### src/rtl/bram_to_axis_pkg.sv
// bram_to_axis_pkg: state encodings and default sizes shared by the data mover stages
package bram_to_axis_pkg;
  typedef enum logic [1:0] {S_IDLE = 2'b00, S_RUN = 2'b01, S_DONE = 2'b10} state_t;
  localparam int DEF_CNT_BIT = 31;
  localparam int DEF_DWIDTH = 32;
  localparam int DEF_AWIDTH = 12;
  localparam int DEF_MEM_SIZE = 4096;
endpackage

### src/rtl/bram_to_axis_if.sv
// bram_to_axis_if: AXI4-Stream beat bundle with master/slave views
interface bram_to_axis_if import bram_to_axis_pkg::*; #(parameter int DW = DEF_DWIDTH);
  logic [DW-1:0] tdata;
  logic tvalid;
  logic tready;
  logic tlast;
  modport master (output tdata, tvalid, tlast, input tready);
  modport slave (input tdata, tvalid, tlast, output tready);
endinterface

### src/rtl/bram_to_axis_fifo2.sv
// axis_fifo2: 2-entry FIFO whose head register drives the stream directly
module axis_fifo2 #(parameter int W = 33) (
  input  logic clk,
  input  logic rst,
  input  logic push_i,
  input  logic pop_i,
  input  logic [W-1:0] din_i,
  output logic [W-1:0] dout_o,
  output logic valid_o,
  output logic [1:0] cnt_o
);
  logic [W-1:0] h_q, s_q;
  logic [1:0] cnt_q;
  assign dout_o = h_q;
  assign valid_o = cnt_q != 2'd0;
  assign cnt_o = cnt_q;
  // head holds until popped; second slot refills the head or catches a push behind it
  always_ff @(posedge clk)
    if (rst) begin
      h_q <= '0;
      s_q <= '0;
      cnt_q <= '0;
    end else begin
      if (push_i && (cnt_q == 2'd0 || (cnt_q == 2'd1 && pop_i))) h_q <= din_i;
      else if (pop_i && cnt_q == 2'd2) h_q <= s_q;
      if (push_i && (cnt_q == 2'd1 ? !pop_i : cnt_q == 2'd2)) s_q <= din_i;
      cnt_q <= cnt_q + 2'(push_i) - 2'(pop_i);
    end
endmodule

### src/rtl/bram_to_axis.sv
// bram_to_axis: streams num_cnt bram1 words out as AXIS; BRAM_TO_AXIS_STALL_CNT_EN adds o_stall_cnt
module bram_to_axis import bram_to_axis_pkg::*; #(
  parameter int CNT_BIT = DEF_CNT_BIT,
  parameter int DWIDTH = DEF_DWIDTH,
  parameter int AWIDTH = DEF_AWIDTH,
  parameter int MEM_SIZE = DEF_MEM_SIZE
) (
  input  logic clk,
  input  logic reset,
  input  logic i_run,
  input  logic [CNT_BIT-1:0] i_num_cnt,
  output logic o_idle,
  output logic o_read,
  output logic o_done,
  output logic [AWIDTH-1:0] addr_b1,
  output logic ce_b1,
  output logic we_b1,
  output logic [DWIDTH-1:0] d_b1,
  input  logic [DWIDTH-1:0] q_b1,
`ifdef BRAM_TO_AXIS_STALL_CNT_EN
  output logic [31:0] o_stall_cnt,
`endif
  bram_to_axis_if.master m_axis
);
  localparam logic [CNT_BIT-1:0] ONE = CNT_BIT'(1);
  if (MEM_SIZE > (1 << AWIDTH)) begin : g_chk
    $error("MEM_SIZE exceeds the BRAM address space");
  end
  state_t state_q;
  logic [CNT_BIT-1:0] num_q, rd_cnt_q, tx_cnt_q;
  logic inflight_q, inflight_last_q, pop, fifo_valid;
  logic [1:0] fifo_cnt;
  logic [DWIDTH:0] fifo_dout;
  assign pop = m_axis.tvalid && m_axis.tready;
  assign ce_b1 = o_read && (rd_cnt_q < num_q) && ({1'b0, fifo_cnt} + {2'b0, inflight_q} < 3'd2 + {2'b0, pop});
  assign addr_b1 = rd_cnt_q[AWIDTH-1:0];
  assign we_b1 = 1'b0;
  assign d_b1 = '0;
  assign m_axis.tvalid = fifo_valid;
  assign m_axis.tdata = fifo_dout[DWIDTH-1:0];
  assign m_axis.tlast = fifo_valid && fifo_dout[DWIDTH];
  axis_fifo2 #(.W(DWIDTH + 1)) u_fifo (
    .clk(clk),
    .rst(reset),
    .push_i(inflight_q),
    .pop_i(pop),
    .din_i({inflight_last_q, q_b1}),
    .dout_o(fifo_dout),
    .valid_o(fifo_valid),
    .cnt_o(fifo_cnt)
  );
  // control FSM with registered status outputs, read/beat counters and read-latency tracking
  always_ff @(posedge clk)
    if (reset) begin
      state_q <= S_IDLE;
      o_idle <= 1'b1;
      o_read <= 1'b0;
      o_done <= 1'b0;
      num_q <= '0;
      rd_cnt_q <= '0;
      tx_cnt_q <= '0;
      inflight_q <= 1'b0;
      inflight_last_q <= 1'b0;
    end else begin
      inflight_q <= ce_b1;
      inflight_last_q <= ce_b1 && rd_cnt_q == num_q - ONE;
      if (ce_b1) rd_cnt_q <= rd_cnt_q + ONE;
      if (pop) tx_cnt_q <= tx_cnt_q + ONE;
      o_done <= 1'b0;
      unique case (state_q)
        S_IDLE: if (i_run) begin
          state_q <= S_RUN;
          o_idle <= 1'b0;
          o_read <= 1'b1;
          num_q <= i_num_cnt;
          rd_cnt_q <= '0;
          tx_cnt_q <= '0;
        end
        S_RUN: if (num_q == '0 || (pop && tx_cnt_q == num_q - ONE)) begin
          state_q <= S_DONE;
          o_read <= 1'b0;
          o_done <= 1'b1;
        end
        S_DONE: begin
          state_q <= S_IDLE;
          o_idle <= 1'b1;
        end
        default: begin
          state_q <= S_IDLE;
          o_idle <= 1'b1;
          o_read <= 1'b0;
        end
      endcase
    end
`ifdef BRAM_TO_AXIS_STALL_CNT_EN
  logic [31:0] stall_q;
  assign o_stall_cnt = stall_q;
  // saturating count of cycles the sink holds off a valid beat
  always_ff @(posedge clk)
    if (reset) stall_q <= '0;
    else if (state_q == S_IDLE && i_run) stall_q <= '0;
    else if (m_axis.tvalid && !m_axis.tready && !(&stall_q)) stall_q <= stall_q + 32'd1;
`endif
endmodule

### src/flat_wrapper.sv
// flat-port wrapper written by rule: the top's interface ports become plain ports
module bram_to_axis_flat import bram_to_axis_pkg::*;
#(
  parameter int CNT_BIT = DEF_CNT_BIT,
  parameter int DWIDTH = DEF_DWIDTH,
  parameter int AWIDTH = DEF_AWIDTH,
  parameter int MEM_SIZE = DEF_MEM_SIZE
)
  (clk, reset, i_run, i_num_cnt, o_idle, o_read, o_done, addr_b1, ce_b1, we_b1, d_b1, q_b1, m_axis_tdata, m_axis_tvalid, m_axis_tlast, m_axis_tready);
  bram_to_axis_if #(.DW(32)) m_axis_i ();
  input  logic clk;
  input  logic reset;
  input  logic i_run;
  input  logic [CNT_BIT-1:0] i_num_cnt;
  output logic o_idle;
  output logic o_read;
  output logic o_done;
  output logic [AWIDTH-1:0] addr_b1;
  output logic ce_b1;
  output logic we_b1;
  output logic [DWIDTH-1:0] d_b1;
  input  logic [DWIDTH-1:0] q_b1;
  output wire logic [$bits(m_axis_i.tdata)-1:0] m_axis_tdata;
  output wire logic [$bits(m_axis_i.tvalid)-1:0] m_axis_tvalid;
  output wire logic [$bits(m_axis_i.tlast)-1:0] m_axis_tlast;
  input wire logic [$bits(m_axis_i.tready)-1:0] m_axis_tready;
  assign m_axis_tdata = m_axis_i.tdata;
  assign m_axis_tvalid = m_axis_i.tvalid;
  assign m_axis_tlast = m_axis_i.tlast;
  assign m_axis_i.tready = m_axis_tready;
  bram_to_axis #(.CNT_BIT(CNT_BIT), .DWIDTH(DWIDTH), .AWIDTH(AWIDTH), .MEM_SIZE(MEM_SIZE)) u_core (.clk(clk), .reset(reset), .i_run(i_run), .i_num_cnt(i_num_cnt), .o_idle(o_idle), .o_read(o_read), .o_done(o_done), .addr_b1(addr_b1), .ce_b1(ce_b1), .we_b1(we_b1), .d_b1(d_b1), .q_b1(q_b1), .m_axis(m_axis_i));
endmodule
### config.mk
export PLATFORM = sky130hd
export DESIGN_NAME = bram_to_axis_flat
export DESIGN_NICKNAME = d
export VERILOG_FILES = /design/src/rtl/bram_to_axis_pkg.sv /design/src/rtl/bram_to_axis_if.sv /design/src/rtl/bram_to_axis_fifo2.sv /design/src/rtl/bram_to_axis.sv /design/src/flat_wrapper.sv
export SDC_FILE = /design/constraint.sdc
export NUM_CORES = 1
export LEC_CHECK = 0
export ABC_AREA = 1
export CAP_MARGIN = 10
export CORE_MARGIN = 2
export CORE_UTILIZATION = 57
export CTS_BUF_LIST = sky130_fd_sc_hd__clkbuf_2 sky130_fd_sc_hd__clkbuf_4 sky130_fd_sc_hd__clkbuf_8
export DETAILED_ROUTE_END_ITERATION = 16
export GPL_ROUTABILITY_DRIVEN = 0
export PLACE_DENSITY = 0.9
export SKIP_CTS_REPAIR_TIMING = 1
export SLEW_MARGIN = 0
export SYNTH_ARGS = -nofsm -noshare
export SYNTH_HDL_FRONTEND = slang
export SYNTH_HIERARCHICAL = 1
export SYNTH_SLANG_ARGS = --single-unit
### constraint.sdc
create_clock -name clk -period 3.65 [get_ports clk]
set_clock_uncertainty 0.15 [all_clocks]
set_input_delay 0.73 -clock clk [delete_from_list [all_inputs] [get_ports clk]]
set_output_delay 0.73 -clock clk [all_outputs]
set_load 0.03 [all_outputs]
==> run metrics, run 1 <==
status=finished clean; f_max=295 MHz; IO Pins=150; Tmin final=3390 ps; total power=5.51 mW; CTS root buffer=clkbuf_8; clk sink count=168; Mapped Area=0.0108 mm^2; Post-DRT Antenna Nets=0; part of the cycle the worst path needs=92.8%; leading area contributor after synthesis=dfxtp_1; synthesis-to-layout area growth=13.7%; TritonCTS clock tree=built; unrepaired setup endpoints after global routing=false; 1st-pass router iterations=6; total track usage=31.7%; Max-slew headroom=38.1%; Yosys top cell area share=31.2%; element type at the critical path start=register; std cell rows=50; die area=0.0200 mm^2; Ys Warns=6; count of cell types in the netlist=53; DRC viols=0; Static Leak=4.94 nW; Synth area leaders=dfxtp_1 31%, nand2_1 13%, nand3_1 7.9%; layout cells sized above 1=6.93%; die width=141 um; GRT Residual Overflow=0; pin count of the biggest net entering global routing=65; Crit. End Element=output port; number of hold violations in the final report=0; critical path class=register to output port; vias in the first global route=10,400; dominant synthesized flop cell=dfxtp_1; crit path launch=u_core/num_q[2]; Min-Delay Startpoint=u_core/u_fifo/s_q[20]; final HPWL from detailed placement=23,300 um; Critical Path RT=2770 ps; Mapped Avg Cell Area=6.58 um^2; first-pass GRT wire length=51,000 um; clock buffer depth=2; Vias=11,500; Core Area=0.0186 mm^2; Critical R2R Launch=u_core/num_q[0]; die height=141 um; worst slack at placement=317 ps; Final Max Tran Viols=0; final wirelength=32,100 um; WL/cell=16.5 um; worst vdd ir=0.000282 V; #FFs+latches synth=168; Least-Margin Pin Slew=928 ps; antenna cells=0; Post-Synthesis Cells=1,636; sequential area share after synthesis=31.2%; clk slew on worst S/H paths=100 ps; maximum net fanout on the critical path=4; setup TNS=0 ps; TritonCTS Buffers=17; Clock Latency Late Sink=490 ps; antenna violations before repair=0; Hold WC Path Type=register to register; WP data arrival=2510 ps; Final #Nets=1,810; Post-synth EDFFs=0; power per cell area=449 mW/mm^2; post-DR vias/cell=5.88; Initial Util=57.8%; # H-tree levels=4; Async S/R FF share, synth=0%; post-route worst setup slack=262 ps; synth cell count leaders=374 x nand2_1, 169 x nand3_1, 168 x dfxtp_1; port bufs=116; Iter 0 DRT Violations=1,374; max-cap violations=0; worst hold slack=319 ps; most common cell in the synthesized netlist=nand2_1; Final setup viols=0
-- sequential cells by signal (all words and copies together) (netlist names) --
signal,flops
u_core/tx_cnt_q,31
u_core/num_q,31
u_core/o_done,1
u_core/state_q,2
u_core/u_fifo/dout_o,33
u_core/inflight_q,1
u_core/o_idle,1
u_core/u_fifo/cnt_o,2
u_core/u_fifo/s_q,33
u_core/rd_cnt_q,31
u_core/inflight_last_q,1
u_core/o_read,1
-- cells in the final DEF (no fill, tap or decap), types with 3 or more instances in the layout --
| cell type | instances |
|---|---|
| a211oi_1 | 3 |
| a21oi_1 | 127 |
| buf_4 | 15 |
| clkbuf_8 | 17 |
| clkdlybuf4s50_1 | 114 |
| clkinv_8 | 4 |
| conb_1 | 33 |
| dfxtp_1 | 168 |
| ha_1 | 39 |
| inv_1 | 160 |
| inv_2 | 7 |
| inv_6 | 4 |
| inv_8 | 5 |
| nand2_1 | 372 |
| nand2_2 | 13 |
| nand3_1 | 169 |
| nand3_2 | 6 |
| nand4_1 | 55 |
| nor2_1 | 166 |
| nor2_2 | 15 |
| nor2_4 | 10 |
| nor3_1 | 35 |
| nor4_1 | 6 |
| o21ai_0 | 77 |
| o21ai_1 | 6 |
| o22ai_1 | 5 |
| xnor2_1 | 3 |
| xor2_1 | 46 |
-- metal layers --
metal,track usage (%),up-vias,wire (um)
met3,7.19,120,3700
met5,0,-,0
met2,50.4,707,14700
li1,-,5419,-
met4,15.0,0,1410
met1,41.0,5221,12300
-- stage by stage --
stage	utilization, %	area, um^2	std cells
2_1_floorplan	-	10900	1668
3_3_place_gp	63.5	11800	1919
3_5_place_dp	63.5	11800	1919
4_1_cts	65.7	12200	1951
5_1_grt	65.7	12300	1951
6_report	65.7	12300	1951
-- kinds of logic after synthesis --
family                     Yosys count  share of synthesized area [%]
buffers and inverters              281                           11.7
adders and majority gates           39                           4.53
AOI/OAI and AO/OA                  230                           11.3
other                                1                         0.0348
DFF                                168                           31.2
xor gates and xnor gates            52                           4.49
and+or+nand+nor                    865                           36.7
-- worst max-delay path, cell delays in order (launching register included) --
cell and delay [ps]:
dfxtp_1 430, inv_2 100, ha_1 310, nand2_1 90, nor2_1 50, a211oi_2 240
o221ai_1 160, nand4_1 100, nand2_1 130, a21oi_2 220, buf_4 190
-- power breakdown --
part	leakage (nW)	total, mW	internal (mW)	switching [mW]
Combinational	3.37	2.02	0.635	1.38
Sequential	1.37	2.13	1.99	0.140
Clock	0.202	1.36	0.523	0.839
-- worst paths after layout --
kind / depth (start not counted) / slack [ps] / to
max: 10 / 260 / ce_b1
min: 2 / 320 / u_core/u_fifo/s_q[20]
max reg2reg: 15 / 700 / u_core/state_q[0]
min reg2reg: 2 / 320 / u_core/u_fifo/s_q[20]
-- layout make-up --
class / count / area (um^2)
inverter: 167 / 627
clock inverter: 15 / 173
sequential: 168 / 3360
tap: 234 / 293
clock buffer: 17 / 234
multi-input combinational: 1219 / 6280
fill: 1589 / 6390
timing repair buffer: 131 / 1280
Power figures use the tool's default switching activity.
==> inputs of run 2 (changes only) <==
--- a/config.mk
+++ b/config.mk
@@ -12,7 +12,7 @@
 export CTS_BUF_LIST = sky130_fd_sc_hd__clkbuf_2 sky130_fd_sc_hd__clkbuf_4 sky130_fd_sc_hd__clkbuf_8
 export DETAILED_ROUTE_END_ITERATION = 16
 export GPL_ROUTABILITY_DRIVEN = 0
-export PLACE_DENSITY = 0.9
+export PLACE_DENSITY = 0.83
 export SKIP_CTS_REPAIR_TIMING = 1
 export SLEW_MARGIN = 0
 export SYNTH_ARGS = -nofsm -noshare
==> run 2 against run 1 <==
Against the previous run:
- cell area about the same
- register-to-register slack got worse by 20 ps
- global-route usage decreased by 0.52 points
- routed wire length decreased by 0.66%
- utilization about the same
- critical path type unchanged
- combinational power about the same
- sequential share of layout area about the same
- final cell count increased by 0.15%
- critical endpoint unchanged
==> run metrics, run 2 (synthesis results as in run 1) <==
part of the cycle the worst path needs=95.7%; antenna cells=0; Vias=11,300; Final setup viols=0; clock buffer depth=2; Clock Latency Late Sink=480 ps; Global Route met3 Usage=6.68%; TritonCTS clock tree=built; Least-Margin Pin Slew=1260 ps; M2 GR Usage=49.7%; max-cap violations=0; clk sink count=168; DRC viols=0; post-DR vias/cell=5.77; status=finished clean; Post-Layout Cell Count=1,954; Core Area=0.0186 mm^2; commonest non-fill, non-tap cell in the layout=nand2_1; unrepaired setup endpoints after global routing=false; Tmin final=3490 ps; GRT Residual Overflow=0; die height=141 um; Initial Util=57.8%; setup TNS=0 ps; Design Area, Final=0.0123 mm^2; std cell rows=50; total power=5.56 mW; WP data arrival=2610 ps; Hold WC Path Type=register to register; power per cell area=454 mW/mm^2; CTS root buffer=clkbuf_8; f_max=286 MHz; layout cells sized above 1=7.03%; element type at the critical path start=register; die area=0.0200 mm^2; Critical Path RT=2770 ps; Most Crowded Layer GR=met2; die width=141 um; filler cell count=1,679; Post-DRT Antenna Nets=0; port bufs=116; critical path class=register to output port; WL/cell=16.3 um; Iter 0 DRT Violations=1,364; most frequent cells in the layout=372 x nand2_1, 169 x nand3_1, 168 x dfxtp_1, 166 x nor2_1, 160 x inv_1; Final #Nets=1,813; synthesis-to-layout area growth=13.8%; met1 usage=40.9%; Placed Area=0.0118 mm^2; # H-tree levels=4; total track usage=31.2%; Static Leak=4.95 nW; first-pass GRT wire length=50,400 um; final HPWL from detailed placement=23,400 um; final wirelength=31,900 um; vias in the first global route=10,100; 1st-pass router iterations=6; worst vdd ir=0.000281 V; Placed Instances=1,922; pin count of the biggest net entering global routing=69; TritonCTS Buffers=17; IO Pins=150; number of hold violations in the final report=0; maximum net fanout on the critical path=7; Crit. End Element=output port; antenna violations before repair=0; Final Max Tran Viols=0; Max-slew headroom=15.6%; clk slew on worst S/H paths=100 ps
-- run 2: area by class of cell --
class | count | area [um^2] | share of cell area (%)
Timing Repair Buffer | 134 | 1290 | 10.5
Tap cell | 234 | 293 | 2.39
Sequential cell | 168 | 3360 | 27.4
Multi-Input combinational cell | 1219 | 6280 | 51.2
Clock buffer | 17 | 234 | 1.91
Clock inverter | 15 | 174 | 1.42
Inverter | 167 | 627 | 5.11
-- run 2: worst max-delay path, cell delays in order (launching register included) --
cell,delay [ps]
dfxtp_1,520
inv_2,60
nand2_1,160
nand2_2,190
o21ai_0,460
o2111a_1,270
o211ai_1,140
a21oi_2,160
buf_4,180
-- run 2: metrics by stage --
step	setup slack (ps)	utilization, %	hold slack (ps)
5_1_grt	140	65.8	332
2_1_floorplan	313	-	283
6_report	157	65.8	319
3_5_place_dp	316	63.5	304
3_3_place_gp	277	63.5	299
4_1_cts	135	65.7	319
-- run 2: worst paths after layout --
check	from	to	slack [ps]	cells after the start
worst max register to register	u_core/u_fifo/cnt_o[0]	u_core/rd_cnt_q[16]	680	10
worst min register to register	u_core/u_fifo/s_q[19]	u_core/u_fifo/s_q[19]	320	2
worst min-delay path	u_core/u_fifo/s_q[19]	u_core/u_fifo/s_q[19]	320	2
worst max-delay path	u_core/u_fifo/cnt_o[0]	ce_b1	160	8
-- run 2: metal layers --
metal / part of all wire (%) / vias up
li1: - / 5427
met1: 40 / 5078
met2: 45 / 667
met3: 10 / 108
met4: 4.6 / 0
met5: 0 / -
-- run 2: report_power, final --
part	internal [mW]	switching, mW	leakage [nW]
Combinational	0.642	1.39	3.37
Sequential	1.99	0.144	1.37
Clock	0.583	0.818	0.206
Total	3.21	2.35	4.95
==> inputs of run 3 (changes only) <==
--- a/config.mk
+++ b/config.mk
@@ -10,11 +10,12 @@
 export CORE_MARGIN = 2
 export CORE_UTILIZATION = 57
 export CTS_BUF_LIST = sky130_fd_sc_hd__clkbuf_2 sky130_fd_sc_hd__clkbuf_4 sky130_fd_sc_hd__clkbuf_8
+export CTS_CLUSTER_DIAMETER = 120
 export DETAILED_ROUTE_END_ITERATION = 16
 export GPL_ROUTABILITY_DRIVEN = 0
 export PLACE_DENSITY = 0.83
 export SKIP_CTS_REPAIR_TIMING = 1
-export SLEW_MARGIN = 0
+export SLEW_MARGIN = 25
 export SYNTH_ARGS = -nofsm -noshare
 export SYNTH_HDL_FRONTEND = slang
 export SYNTH_HIERARCHICAL = 1
==> run 3 against run 2 <==
Against the previous run:
- fmax increased by 0.13%
- combinational power about the same
- sequential share of layout area unchanged
- first-iteration DRC count decreased by 1.8%
- utilization unchanged
- critical endpoint unchanged
- largest power group unchanged
- highest routed layer unchanged
==> run metrics, run 3 (synthesis results as in run 1) <==
Core Area=0.0186 mm^2; TritonCTS clock tree=built; WP data arrival=2610 ps; part of the cycle the worst path needs=95.6%; # H-tree levels=4; final wirelength=32,100 um; Iter 0 DRT Violations=1,339; critical path class=register to output port; Crit. End Element=output port; Final #Nets=1,813; Placed Instances=1,922; Tmin final=3490 ps; Critical Path RT=2770 ps; clk sink count=168; layout cells sized above 1=7.09%; antenna violations before repair=0; GRT Residual Overflow=0; element type at the critical path start=register; Max-slew headroom=51.7%; f_max=287 MHz; antenna cells=0; CP Cell Sequence=inv_2 -> nand2_1 -> nand2_2 -> o21ai_0 -> o2111a_1 -> o211ai_1 -> a21oi_2 -> buf_4; first-pass GRT wire length=50,400 um; unrepaired setup endpoints after global routing=false; Initial Util=57.8%; die width=141 um; Final setup viols=0; post-DR vias/cell=5.77; TritonCTS Buffers=17; max-cap violations=0; Static Leak=4.95 nW; Final Max Tran Viols=0; port bufs=116; CP max stage cell=dfxtp_1; number of hold violations in the final report=0; 1st-pass router iterations=7; vias in the first global route=10,100; status=finished clean; CTS root buffer=clkbuf_8; most frequent cells in the layout=372 x nand2_1, 169 x nand3_1, 168 x dfxtp_1, 166 x nor2_1, 159 x inv_1; die height=141 um; die area=0.0200 mm^2; clk slew on worst S/H paths=100 ps; Post-DRT Antenna Nets=0; Least-Margin Pin Slew=724 ps; Vias=11,300; final HPWL from detailed placement=23,400 um; setup TNS=0 ps; CP peak stage delay=520 ps; std cell rows=50; maximum net fanout on the critical path=7; pin count of the biggest net entering global routing=69; worst vdd ir=0.000281 V; clock buffer depth=2; Clock Latency Late Sink=480 ps; Hold WC Path Type=register to register; DRC viols=0; power per cell area=454 mW/mm^2; synthesis-to-layout area growth=13.8%; commonest non-fill, non-tap cell in the layout=nand2_1; Post-Layout Cell Count=1,954; total track usage=31.2%; WL/cell=16.4 um; IO Pins=150
-- run 3: where the power goes --
group	switching [mW]	internal [mW]	leakage, nW
registers	0.145	1.99	1.37
clock network	0.823	0.583	0.206
logic	1.39	0.642	3.37
total	2.36	3.21	4.95
-- run 3: worst paths after layout --
kind | start | endpoint | slack [ps] | cells past startpoint
hold / removal | u_core/u_fifo/s_q[19] | u_core/u_fifo/s_q[19] | 320 | 2
setup / recovery | u_core/u_fifo/cnt_o[0] | ce_b1 | 160 | 8
setup reg to reg | u_core/u_fifo/cnt_o[0] | u_core/rd_cnt_q[16] | 690 | 10
hold reg to reg | u_core/u_fifo/s_q[19] | u_core/u_fifo/s_q[19] | 320 | 2
-- run 3: area by class of cell --
cell class	count	area, um^2
clock buffer	17	234
clock inverter	15	174
fill	1679	6380
inverter	167	627
multi-input combinational	1219	6280
sequential	168	3360
tap	234	293
timing repair buffer	134	1290
-- run 3: critical path, delay by kind of cell (launching register included) --
| kind | cells | cell delay [ps] |
|---|---|---|
| flops | 1 | 520 |
| buf+inv | 2 | 240 |
| simple gates | 2 | 350 |
| compound gates | 4 | 1030 |
-- run 3: per-layer routing --
| metal | up-vias | track usage [%] | part of all wire [%] |
|---|---|---|---|
| li1 | 5424 | - | - |
| met1 | 5118 | 40.9 | 41 |
| met2 | 627 | 49.7 | 45 |
| met3 | 99 | 6.68 | 9.8 |
| met4 | 0 | 14.1 | 4.3 |
| met5 | - | 0 | 0 |
-- run 3: stage by stage --
stage | cell area [um^2] | worst slack, ps | total power [mW] | hold WS, ps | utilization [%]
2_1_floorplan | 10900 | 313 | 3.54 | 283 | -
5_1_grt | 12300 | 140 | 5.84 | 332 | 65.8
3_5_place_dp | 11800 | 316 | 4.14 | 304 | 63.5
6_report | 12300 | 161 | 5.57 | 320 | 65.8
4_1_cts | 12300 | 135 | 5.53 | 319 | 65.7
3_3_place_gp | 11800 | 277 | 4.11 | 299 | 63.5
